===== config.mk =====
export PLATFORM = sky130hd
export DESIGN_NAME = cr16_mmio_responder_flat
export DESIGN_NICKNAME = d
export VERILOG_FILES = /design/src/rtl/cr16_mmio_responder_if.sv /design/src/rtl/cr16_mmio_responder.sv /design/src/flat_wrapper.sv
export SDC_FILE = /design/constraint.sdc
export NUM_CORES = 1
export LEC_CHECK = 0
export BUFFER_PORTS_ARGS = -buffer_cell sky130_fd_sc_hd__clkbuf_2
export CAP_MARGIN = 20
export CELL_PAD_IN_SITES_DETAIL_PLACEMENT = 1
export CELL_PAD_IN_SITES_GLOBAL_PLACEMENT = 1
export CORE_MARGIN = 5
export CORE_UTILIZATION = 46
export CTS_CLUSTER_DIAMETER = 40
export DETAILED_ROUTE_END_ITERATION = 7
export PLACE_DENSITY = 0.95
export SLEW_MARGIN = 20
export SYNTH_ARGS = -nofsm -noshare
export SYNTH_HDL_FRONTEND = slang
export SYNTH_SLANG_ARGS = --single-unit

===== constraint.sdc =====
create_clock -name I_CLK -period 3.3 [get_ports I_CLK]
set_clock_uncertainty 0.05 [all_clocks]
set_input_delay 0.165 -clock I_CLK [delete_from_list [all_inputs] [get_ports I_CLK]]
set_output_delay 0.165 -clock I_CLK [all_outputs]
set_load 0.005 [all_outputs]

===== src/rtl/cr16_mmio_responder_if.sv =====
// CR16 external memory bus as seen by a memory-mapped slave.
// read_data is registered by the slave and is valid one cycle after the address.
interface cr16_mmio_responder_if;
   logic [15:0] address;
   logic [15:0] write_data;
   logic        write_enable;
   logic [15:0] read_data;

   modport master (
      output address,
      output write_data,
      output write_enable,
      input  read_data
   );

   modport slave (
      input  address,
      input  write_data,
      input  write_enable,
      output read_data
   );
endinterface


===== src/rtl/cr16_mmio_responder.sv =====
// MMIO responder for the CR16 external bus: switches, button edges, LEDs,
// 7-seg display bits and a prescaled timer with compare flag. Reads mirror BRAM port A timing.
module cr16_mmio_responder #(
   parameter logic [15:0] P_BASE_ADDRESS   = 16'hFF00,
   parameter int          P_TIMER_PRESCALE = 50000,
   parameter int          P_NUM_SWITCHES   = 10,
   parameter int          P_NUM_BUTTONS    = 4
) (
   input  logic                      I_CLK,
   input  logic                      I_NRESET,
   cr16_mmio_responder_if.slave      ext_mem,
   input  logic [P_NUM_SWITCHES-1:0] I_SWITCHES,
   input  logic [P_NUM_BUTTONS-1:0]  I_NBUTTONS,
   output logic [9:0]                O_LEDS,
   output logic [23:0]               O_DISPLAY_BITS,
   output logic                      O_TIMER_IRQ
);

   localparam int               PRE_W    = $clog2(P_TIMER_PRESCALE);
   localparam logic [PRE_W-1:0] PRE_LAST = PRE_W'(P_TIMER_PRESCALE - 1);

   localparam logic [3:0] OFS_SWITCHES = 4'h0;
   localparam logic [3:0] OFS_BTN_EDGE = 4'h1;
   localparam logic [3:0] OFS_LEDS     = 4'h2;
   localparam logic [3:0] OFS_DISP_LO  = 4'h3;
   localparam logic [3:0] OFS_DISP_HI  = 4'h4;
   localparam logic [3:0] OFS_TIMER    = 4'h5;
   localparam logic [3:0] OFS_COMPARE  = 4'h6;
   localparam logic [3:0] OFS_STATUS   = 4'h7;

   logic [P_NUM_SWITCHES-1:0] sw_meta;
   logic [P_NUM_SWITCHES-1:0] sw_sync;
   logic [P_NUM_BUTTONS-1:0]  btn_meta;
   logic [P_NUM_BUTTONS-1:0]  btn_sync;
   logic [P_NUM_BUTTONS-1:0]  btn_prev;
   logic [P_NUM_BUTTONS-1:0]  btn_edge;
   logic [9:0]                leds;
   logic [23:0]               disp;
   logic [PRE_W-1:0]          prescale;
   logic [15:0]               timer_count;
   logic [15:0]               compare;
   logic                      timer_match;
   logic [15:0]               read_data;

   logic                      hit;
   logic [3:0]                offset;
   logic                      wr;
   logic                      wr_btn_edge;
   logic                      wr_leds;
   logic                      wr_disp_lo;
   logic                      wr_disp_hi;
   logic                      wr_timer;
   logic                      wr_compare;
   logic                      wr_status;
   logic                      tick;
   logic                      match_set;
   logic                      match_clr;
   logic [P_NUM_BUTTONS-1:0]  btn_fall;
   logic [P_NUM_BUTTONS-1:0]  btn_clr;
   logic [15:0]               rd_value;

   assign hit    = (ext_mem.address[15:4] == P_BASE_ADDRESS[15:4]);
   assign offset = ext_mem.address[3:0];
   assign wr     = ext_mem.write_enable && hit;

   assign wr_btn_edge = wr && (offset == OFS_BTN_EDGE);
   assign wr_leds     = wr && (offset == OFS_LEDS);
   assign wr_disp_lo  = wr && (offset == OFS_DISP_LO);
   assign wr_disp_hi  = wr && (offset == OFS_DISP_HI);
   assign wr_timer    = wr && (offset == OFS_TIMER);
   assign wr_compare  = wr && (offset == OFS_COMPARE);
   assign wr_status   = wr && (offset == OFS_STATUS);

   assign btn_fall = btn_prev & ~btn_sync;
   assign btn_clr  = wr_btn_edge ? ext_mem.write_data[P_NUM_BUTTONS-1:0] : '0;

   // A TIMER write suppresses both the tick increment and the compare match on that edge.
   assign tick      = (prescale == PRE_LAST);
   assign match_set = tick && !wr_timer && ((timer_count + 16'd1) == compare);
   assign match_clr = wr_status && ext_mem.write_data[0];

   always_comb begin
      rd_value = 16'h0000;
      if (hit) begin
         case (offset)
            OFS_SWITCHES: rd_value = 16'(sw_sync);
            OFS_BTN_EDGE: rd_value = 16'(btn_edge);
            OFS_LEDS:     rd_value = {6'b0, leds};
            OFS_DISP_LO:  rd_value = disp[15:0];
            OFS_DISP_HI:  rd_value = {8'b0, disp[23:16]};
            OFS_TIMER:    rd_value = timer_count;
            OFS_COMPARE:  rd_value = compare;
            OFS_STATUS:   rd_value = {14'b0, |btn_edge, timer_match};
            default:      rd_value = 16'h0000;
         endcase
      end
   end

   // Button sync flops reset to released so leaving reset never looks like a press.
   always_ff @(posedge I_CLK) begin
      if (!I_NRESET) begin
         sw_meta  <= '0;
         sw_sync  <= '0;
         btn_meta <= '1;
         btn_sync <= '1;
         btn_prev <= '1;
         btn_edge <= '0;
      end else begin
         sw_meta  <= I_SWITCHES;
         sw_sync  <= sw_meta;
         btn_meta <= I_NBUTTONS;
         btn_sync <= btn_meta;
         btn_prev <= btn_sync;
         btn_edge <= (btn_edge & ~btn_clr) | btn_fall;
      end
   end

   always_ff @(posedge I_CLK) begin
      if (!I_NRESET) begin
         leds      <= '0;
         disp      <= '0;
         compare   <= '0;
         read_data <= '0;
      end else begin
         read_data <= rd_value;
         if (wr_leds)    leds         <= ext_mem.write_data[9:0];
         if (wr_disp_lo) disp[15:0]   <= ext_mem.write_data;
         if (wr_disp_hi) disp[23:16]  <= ext_mem.write_data[7:0];
         if (wr_compare) compare      <= ext_mem.write_data;
      end
   end

   always_ff @(posedge I_CLK) begin
      if (!I_NRESET) begin
         prescale    <= '0;
         timer_count <= '0;
         timer_match <= 1'b0;
      end else begin
         if (wr_timer) begin
            prescale    <= '0;
            timer_count <= '0;
         end else if (tick) begin
            prescale    <= '0;
            timer_count <= timer_count + 16'd1;
         end else begin
            prescale    <= prescale + 1'b1;
         end
         timer_match <= match_set | (timer_match & ~match_clr);
      end
   end

   assign ext_mem.read_data = read_data;
   assign O_LEDS            = leds;
   assign O_DISPLAY_BITS    = disp;
   assign O_TIMER_IRQ       = timer_match;

endmodule

===== src/flat_wrapper.sv =====
// flat-port wrapper written by rule: the top's interface ports become plain ports
module cr16_mmio_responder_flat 
#(
   parameter logic [15:0] P_BASE_ADDRESS   = 16'hFF00,
   parameter int          P_TIMER_PRESCALE = 50000,
   parameter int          P_NUM_SWITCHES   = 10,
   parameter int          P_NUM_BUTTONS    = 4
)
  (I_CLK, I_NRESET, I_SWITCHES, I_NBUTTONS, O_LEDS, O_DISPLAY_BITS, O_TIMER_IRQ, ext_mem_address, ext_mem_write_data, ext_mem_write_enable, ext_mem_read_data);
  cr16_mmio_responder_if ext_mem_i ();
  input  logic I_CLK;
  input  logic I_NRESET;
  input  logic [P_NUM_SWITCHES-1:0] I_SWITCHES;
  input  logic [P_NUM_BUTTONS-1:0] I_NBUTTONS;
  output logic [9:0] O_LEDS;
  output logic [23:0] O_DISPLAY_BITS;
  output logic O_TIMER_IRQ;
  input wire logic [$bits(ext_mem_i.address)-1:0] ext_mem_address;
  input wire logic [$bits(ext_mem_i.write_data)-1:0] ext_mem_write_data;
  input wire logic [$bits(ext_mem_i.write_enable)-1:0] ext_mem_write_enable;
  output wire logic [$bits(ext_mem_i.read_data)-1:0] ext_mem_read_data;
  assign ext_mem_i.address = ext_mem_address;
  assign ext_mem_i.write_data = ext_mem_write_data;
  assign ext_mem_i.write_enable = ext_mem_write_enable;
  assign ext_mem_read_data = ext_mem_i.read_data;
  cr16_mmio_responder #(.P_BASE_ADDRESS(P_BASE_ADDRESS), .P_TIMER_PRESCALE(P_TIMER_PRESCALE), .P_NUM_SWITCHES(P_NUM_SWITCHES), .P_NUM_BUTTONS(P_NUM_BUTTONS)) u_core (.I_CLK(I_CLK), .I_NRESET(I_NRESET), .ext_mem(ext_mem_i), .I_SWITCHES(I_SWITCHES), .I_NBUTTONS(I_NBUTTONS), .O_LEDS(O_LEDS), .O_DISPLAY_BITS(O_DISPLAY_BITS), .O_TIMER_IRQ(O_TIMER_IRQ));
endmodule

======== After elaboration in Yosys (flattened, before gate mapping) ========
Index checks and enable logic that the tools add are counted.
storage, ports and cells
  register bits after elaboration ......... 135
  input bits .............................. 49
  logic and storage cells ................. 54
cells by class
  add/sub/neg operators ................... 2
  equal/unequal tests ..................... 10
  mux-type cells .......................... 2
  bitwise gates (word level) .............. 9
  reductions and logical operators ........ 17
operators with widths
  kind                                            count
  one-hot mux 16 bit (8 select lines)             1
  adder 16 x 1 -> 16 bit (second input constant)  2
  == test 16 bit                                  1
  == test 16 bit (second input constant)          1
  == test 4 x 3 -> 1 bit (second input constant)  4
  == test 12 bit (second input constant)          1
  logical AND 1 bit                               11
  bitwise AND 4 bit                               2
  == test 4 x 2 -> 1 bit (second input constant)  2
  NOT 4 bit                                       2
  == test 4 x 1 -> 1 bit (second input constant)  1
  logical NOT 4 bit                               1
  2-to-1 mux 4 bit                                1
  OR 4 bit                                        1
  OR reduction 4 bit                              1
  OR reduction 3 bit                              1
  NOT 1 bit                                       2
  AND reduction 2 bit                             1
  OR reduction 2 bit                              1
  bitwise AND 1 bit                               1
  logical NOT 1 bit                               1
  OR 1 bit                                        1

======== Longest topological paths before layout ========
  depth after elaboration ................. 7
  mapped depth ............................ 8
  depth with buffers taken out ............ 7

======== Worst setup path after synthesis ========
Ideal clock, no wire load.
  kind .................................... register to register
  from .................................... register u_core.timer_count[0]
  to ...................................... register u_core.timer_match (netlist: u_core.O_TIMER_IRQ)
  setup time .............................. 69 ps
  data arrival time ....................... 1,972 ps
  required time ........................... 3,181 ps
  setup slack ............................. 1,209 ps
  cell stages (with the launch flop) ...... 8
  period minus slack after synthesis ...... 2,091 ps
  cell sequence ........................... dfxtp_1 > ha_1 > and4_2 > or4_1 > a21bo_1 > a2111oi_2 > nand4_1 > o21ai_1
between the ends
  longest elaborated chain between the ends .. 4
ends and longest elaborated chain
  item                    line                        RTL
  from (decl)             cr16_mmio_responder.sv:40   logic [15:0] timer_count;
  from (signal assigned)  cr16_mmio_responder.sv:144  timer_count <= timer_count + 16'd1;
  adder 16 x 1 -> 16 bit  cr16_mmio_responder.sv:79   assign match_set = tick && !wr_timer && ((timer_count + 16'd1) == compare);
  == test 16 bit          cr16_mmio_responder.sv:79
  logical AND 1 bit       cr16_mmio_responder.sv:79
  OR 1 bit                cr16_mmio_responder.sv:148  timer_match <= match_set | (timer_match & ~match_clr);
  to (signal assigned)    cr16_mmio_responder.sv:148
  to (decl)               cr16_mmio_responder.sv:42   logic timer_match;
Every way passes these cells.
A chain may end at the register's enable or synchronous reset.

======== Final worst setup path ========
Same ends and word-level chain as after synthesis.

==> results.toml <==
[synth]
synth_simple_gate_area_share_pct = 25.6
syn_nets = 717
synth_compound_area_share_pct = 15.1
ys_warn_count = 0
synth.cell_area_mm2 = 0.00596
sequential_cell_area_fraction_in_the_yosys_report_pct = 45.3
yosys_register_bits = 135
postSynth.topFlopCell = "sky130_fd_sc_hd__dfxtp_1"
syn_area_cell_um2 = 8.95
synth_xor_xnor_area_share_pct = 6.17
muxShareOfSynthArea_pct = 3.00
netlist_instances = 666
yosys.cell_types.count = 65
synth-adder-area-share_pct = 0.420
async_flop_share_pct = 0
largest_family_of_logic_cells_by_synthesized_area = "simple AND/OR/NAND/NOR gates"
synth-edff-count = 0

[global_route]
grt_use_total_pct = 33.2
wire_length_of_the_first_global_routing_pass_mm = 38.1
grt_max_degree = 55
antenna_found_initial = 0
globalRoute.totalOverflow = 0
first_global_vias = 6343

[clock_tree]
insertion_delay_ns = 0.43
sink_count = 135
cts_inserted_buffers = 17
root_buffer = "sky130_fd_sc_hd__clkbuf_16"
cts.repair.resized = 0
clockBufferDepth = 2
clk_pin_slew_ns = 0.06
cts_tree = "done"
cts.repair_timing.setup_buffer_count = 0
hold_buffers = 23
ctsHtreeMaxLevel = 4

[routing]
routed_vias = 5977
postRouteAntennaNets = 0
drtPass1Iterations = 5
drcViolationCount = 0
post_drt_wl_per_cell_um = 25.6
vias_per_cell = 6.24
detail_route.iter0.violations = 749
wl_mm = 24.5

[floorplan]
start_util_pct = 47.1
die_area_mm2 = 0.0153
fp.dieH_um = 124
die-width_um = 124
core_area_mm2 = 0.0127
design.portCount = 100
number_of_rows_created_at_floorplan = 41

[timing]
rsz0062_at_grt = "false"
fin_crit_ns = 2.85
final_min_period_over_clock_period_pct = 86.5
finalSetupTns_ns = 0
fmax_mhz = 350
max-slew-margin-rel_pct = 30.9
timing.final.max_slew_violations = 0
worst_slew_pin_slew_ns = 1.03
timing.final.setup_violations = 0
report.final.hold_viol_count = 0

[critical_path]
worstSetupPathType = "flip-flop to flip-flop"
worstPathRequired_ns = 3.60
path_max_fanout = 11
critical_path_arrival_ns = 3.15
critPathMaxStageDelay_ns = 0.49
cp-start-kind = "flip-flop"
crit_path_slowest_cell = "sky130_fd_sc_hd__dfxtp_1"
cp-end-kind = "flip-flop"
list_of_cells_traversed_by_the_critical_path = "ha_1 -> nand3_1 -> or2_2 -> o31a_1 -> a2111oi_2 -> nand4_1 -> o21ai_1"

[layout]
final_layout_size_suffix_gt1_share_pct = 20.0
most-common-layout-cells = "sky130_fd_sc_hd__dfxtp_1, sky130_fd_sc_hd__nand2_1, sky130_fd_sc_hd__clkbuf_2"
n_antenna_cell = 0
nFillCells = 1443
layout-area-overhead-vs-synth_pct = 23.1
layout.core_utilization_pct = 57.9
design.final.nets = 824
most_common_cell_after_layout_fill_and_taps_aside = "sky130_fd_sc_hd__dfxtp_1"

[power_and_ir_drop]
power.static_leakage_nw = 2.70
power_density_over_cell_area_mw_per_mm2 = 519
peakVddDrop_v = 0.000613
p_total_w = 0.00381

[placed_design]
port-buffer-count = 99
final_estimated_routing_congestion_in_global_placement = 0.891
hpwlAfterDp_mm = 13.1

[outcome]
run_status = "finished, final reports clean"

[job]
max_cap_viol_count = 0

[worst_hold_path]
hold_path.class = "input port to flip-flop"
## worst paths after layout
path / end / cells past startpoint / slack (ns) / from
worst min register to register: u_core.sw_sync[6] / 1 / 0.40 / u_core.sw_meta[6]
worst max-delay path: u_core.O_TIMER_IRQ / 7 / 0.45 / u_core.timer_count[0]
worst min-delay path: u_core.O_DISPLAY_BITS[15] / 3 / 0.01 / ext_mem_write_data[15]
worst max register to register: u_core.O_TIMER_IRQ / 7 / 0.45 / u_core.timer_count[0]
## power breakdown
part           internal, W  leakage, nW  switching [W]  total [W]
clock              0.00116        0.286       0.000808    0.00197
combinational    0.0000754         1.32      0.0000994   0.000175
sequential         0.00165         1.09      0.0000132    0.00167
total              0.00289         2.70       0.000920    0.00381
## area by class of cell
| class | count | area (um^2) | area share, % |
|---|---|---|---|
| multi-input combinational | 481 | 3000 | 40.9 |
| inverter | 6 | 22.5 | 0.307 |
| clock inverter | 13 | 145 | 1.98 |
| tap | 172 | 215 | 2.93 |
| timing repair buffer | 132 | 801 | 10.9 |
| sequential | 135 | 2700 | 36.8 |
| clock buffer | 19 | 453 | 6.17 |
## worst max-delay path: cells and delay by family (launching register included)
kind                     cells  cell delay (ns)
AO/OA/AOI/OAI                3             0.98
adder cells (fa/ha/maj)      1             0.34
flip-flops                   1             0.49
AND/OR/NAND/NOR              3             0.91
## per-stage QoR
step | instance area, um^2 | setup slack, ns | instances | hold slack [ns]
final | 7340 | 0.445 | 958 | 0.0147
after detailed placement | 6510 | 0.776 | 903 | 0.300
after global placement | 6510 | 0.952 | 903 | 0.298
after CTS | 7340 | 0.560 | 958 | 0.00318
after floorplan | 5960 | 1.21 | 666 | 0.216
after global routing | 7340 | 0.371 | 958 | 0.0171
## per-layer routing
layer	vias up	GRT usage [%]	routed length (um)
met5	-	0	0
met1	2867	37.6	8880
met3	149	9.08	2210
met4	0	17.0	1390
li1	2510	-	-
met2	451	57.0	12000
## state kept, by name, indices dropped and copies added, names as in the netlist, 10 cells and up
signal	cells
u_core.O_DISPLAY_BITS	24
u_core.compare	16
u_core.ext_mem.read_data	16
u_core.prescale	16
u_core.timer_count	16
u_core.O_LEDS	10
u_core.sw_meta	10
u_core.sw_sync	10
## synth_stat cells, drive strengths merged, types with 2 or more instances
master,number,share of area (%)
buf,12,1.4
xnor2,30,4.4
a22oi,21,2.6
nand3,15,1.3
a211oi,2,0.25
and2,21,2.2
o21ai,10,0.84
nor4bb,2,0.34
ha,2,0.42
a21boi,43,5.4
nor4,9,1.2
mux2i,13,2.2
dfxtp,135,45
nor2b,23,2.4
clkbuf,32,2.5
a31oi,6,0.63
a21oi,20,1.7
and3,8,0.84
inv,6,0.38
nor2,43,2.7
nand4,10,1.4
nor3,15,1.5
xor2,12,1.8
nand2b,20,2.1
or2,2,0.21
nand2,111,7.0
o21a,3,0.38
or4,2,0.25
a221oi,5,0.73
a2111oi,2,0.40
and4,4,0.61
nor3b,2,0.25
mux2,2,0.38
or3,4,0.44
nor4b,2,0.40
a22o,3,0.44
## cells by family (layout without fill, tap and decap cells)
| family | Yosys count | count (layout) |
|---|---|---|
| DFF | 135 | 135 |
| xor gates and xnor gates | 42 | 42 |
| buffers and inverters | 50 | 170 |
| muxes | 16 | 16 |
| adders and majority gates | 2 | 2 |
| and+or+nand+nor | 296 | 296 |
| AOI/OAI and AO/OA | 125 | 125 |
No activity file was read; power rests on OpenSTA's default activity.
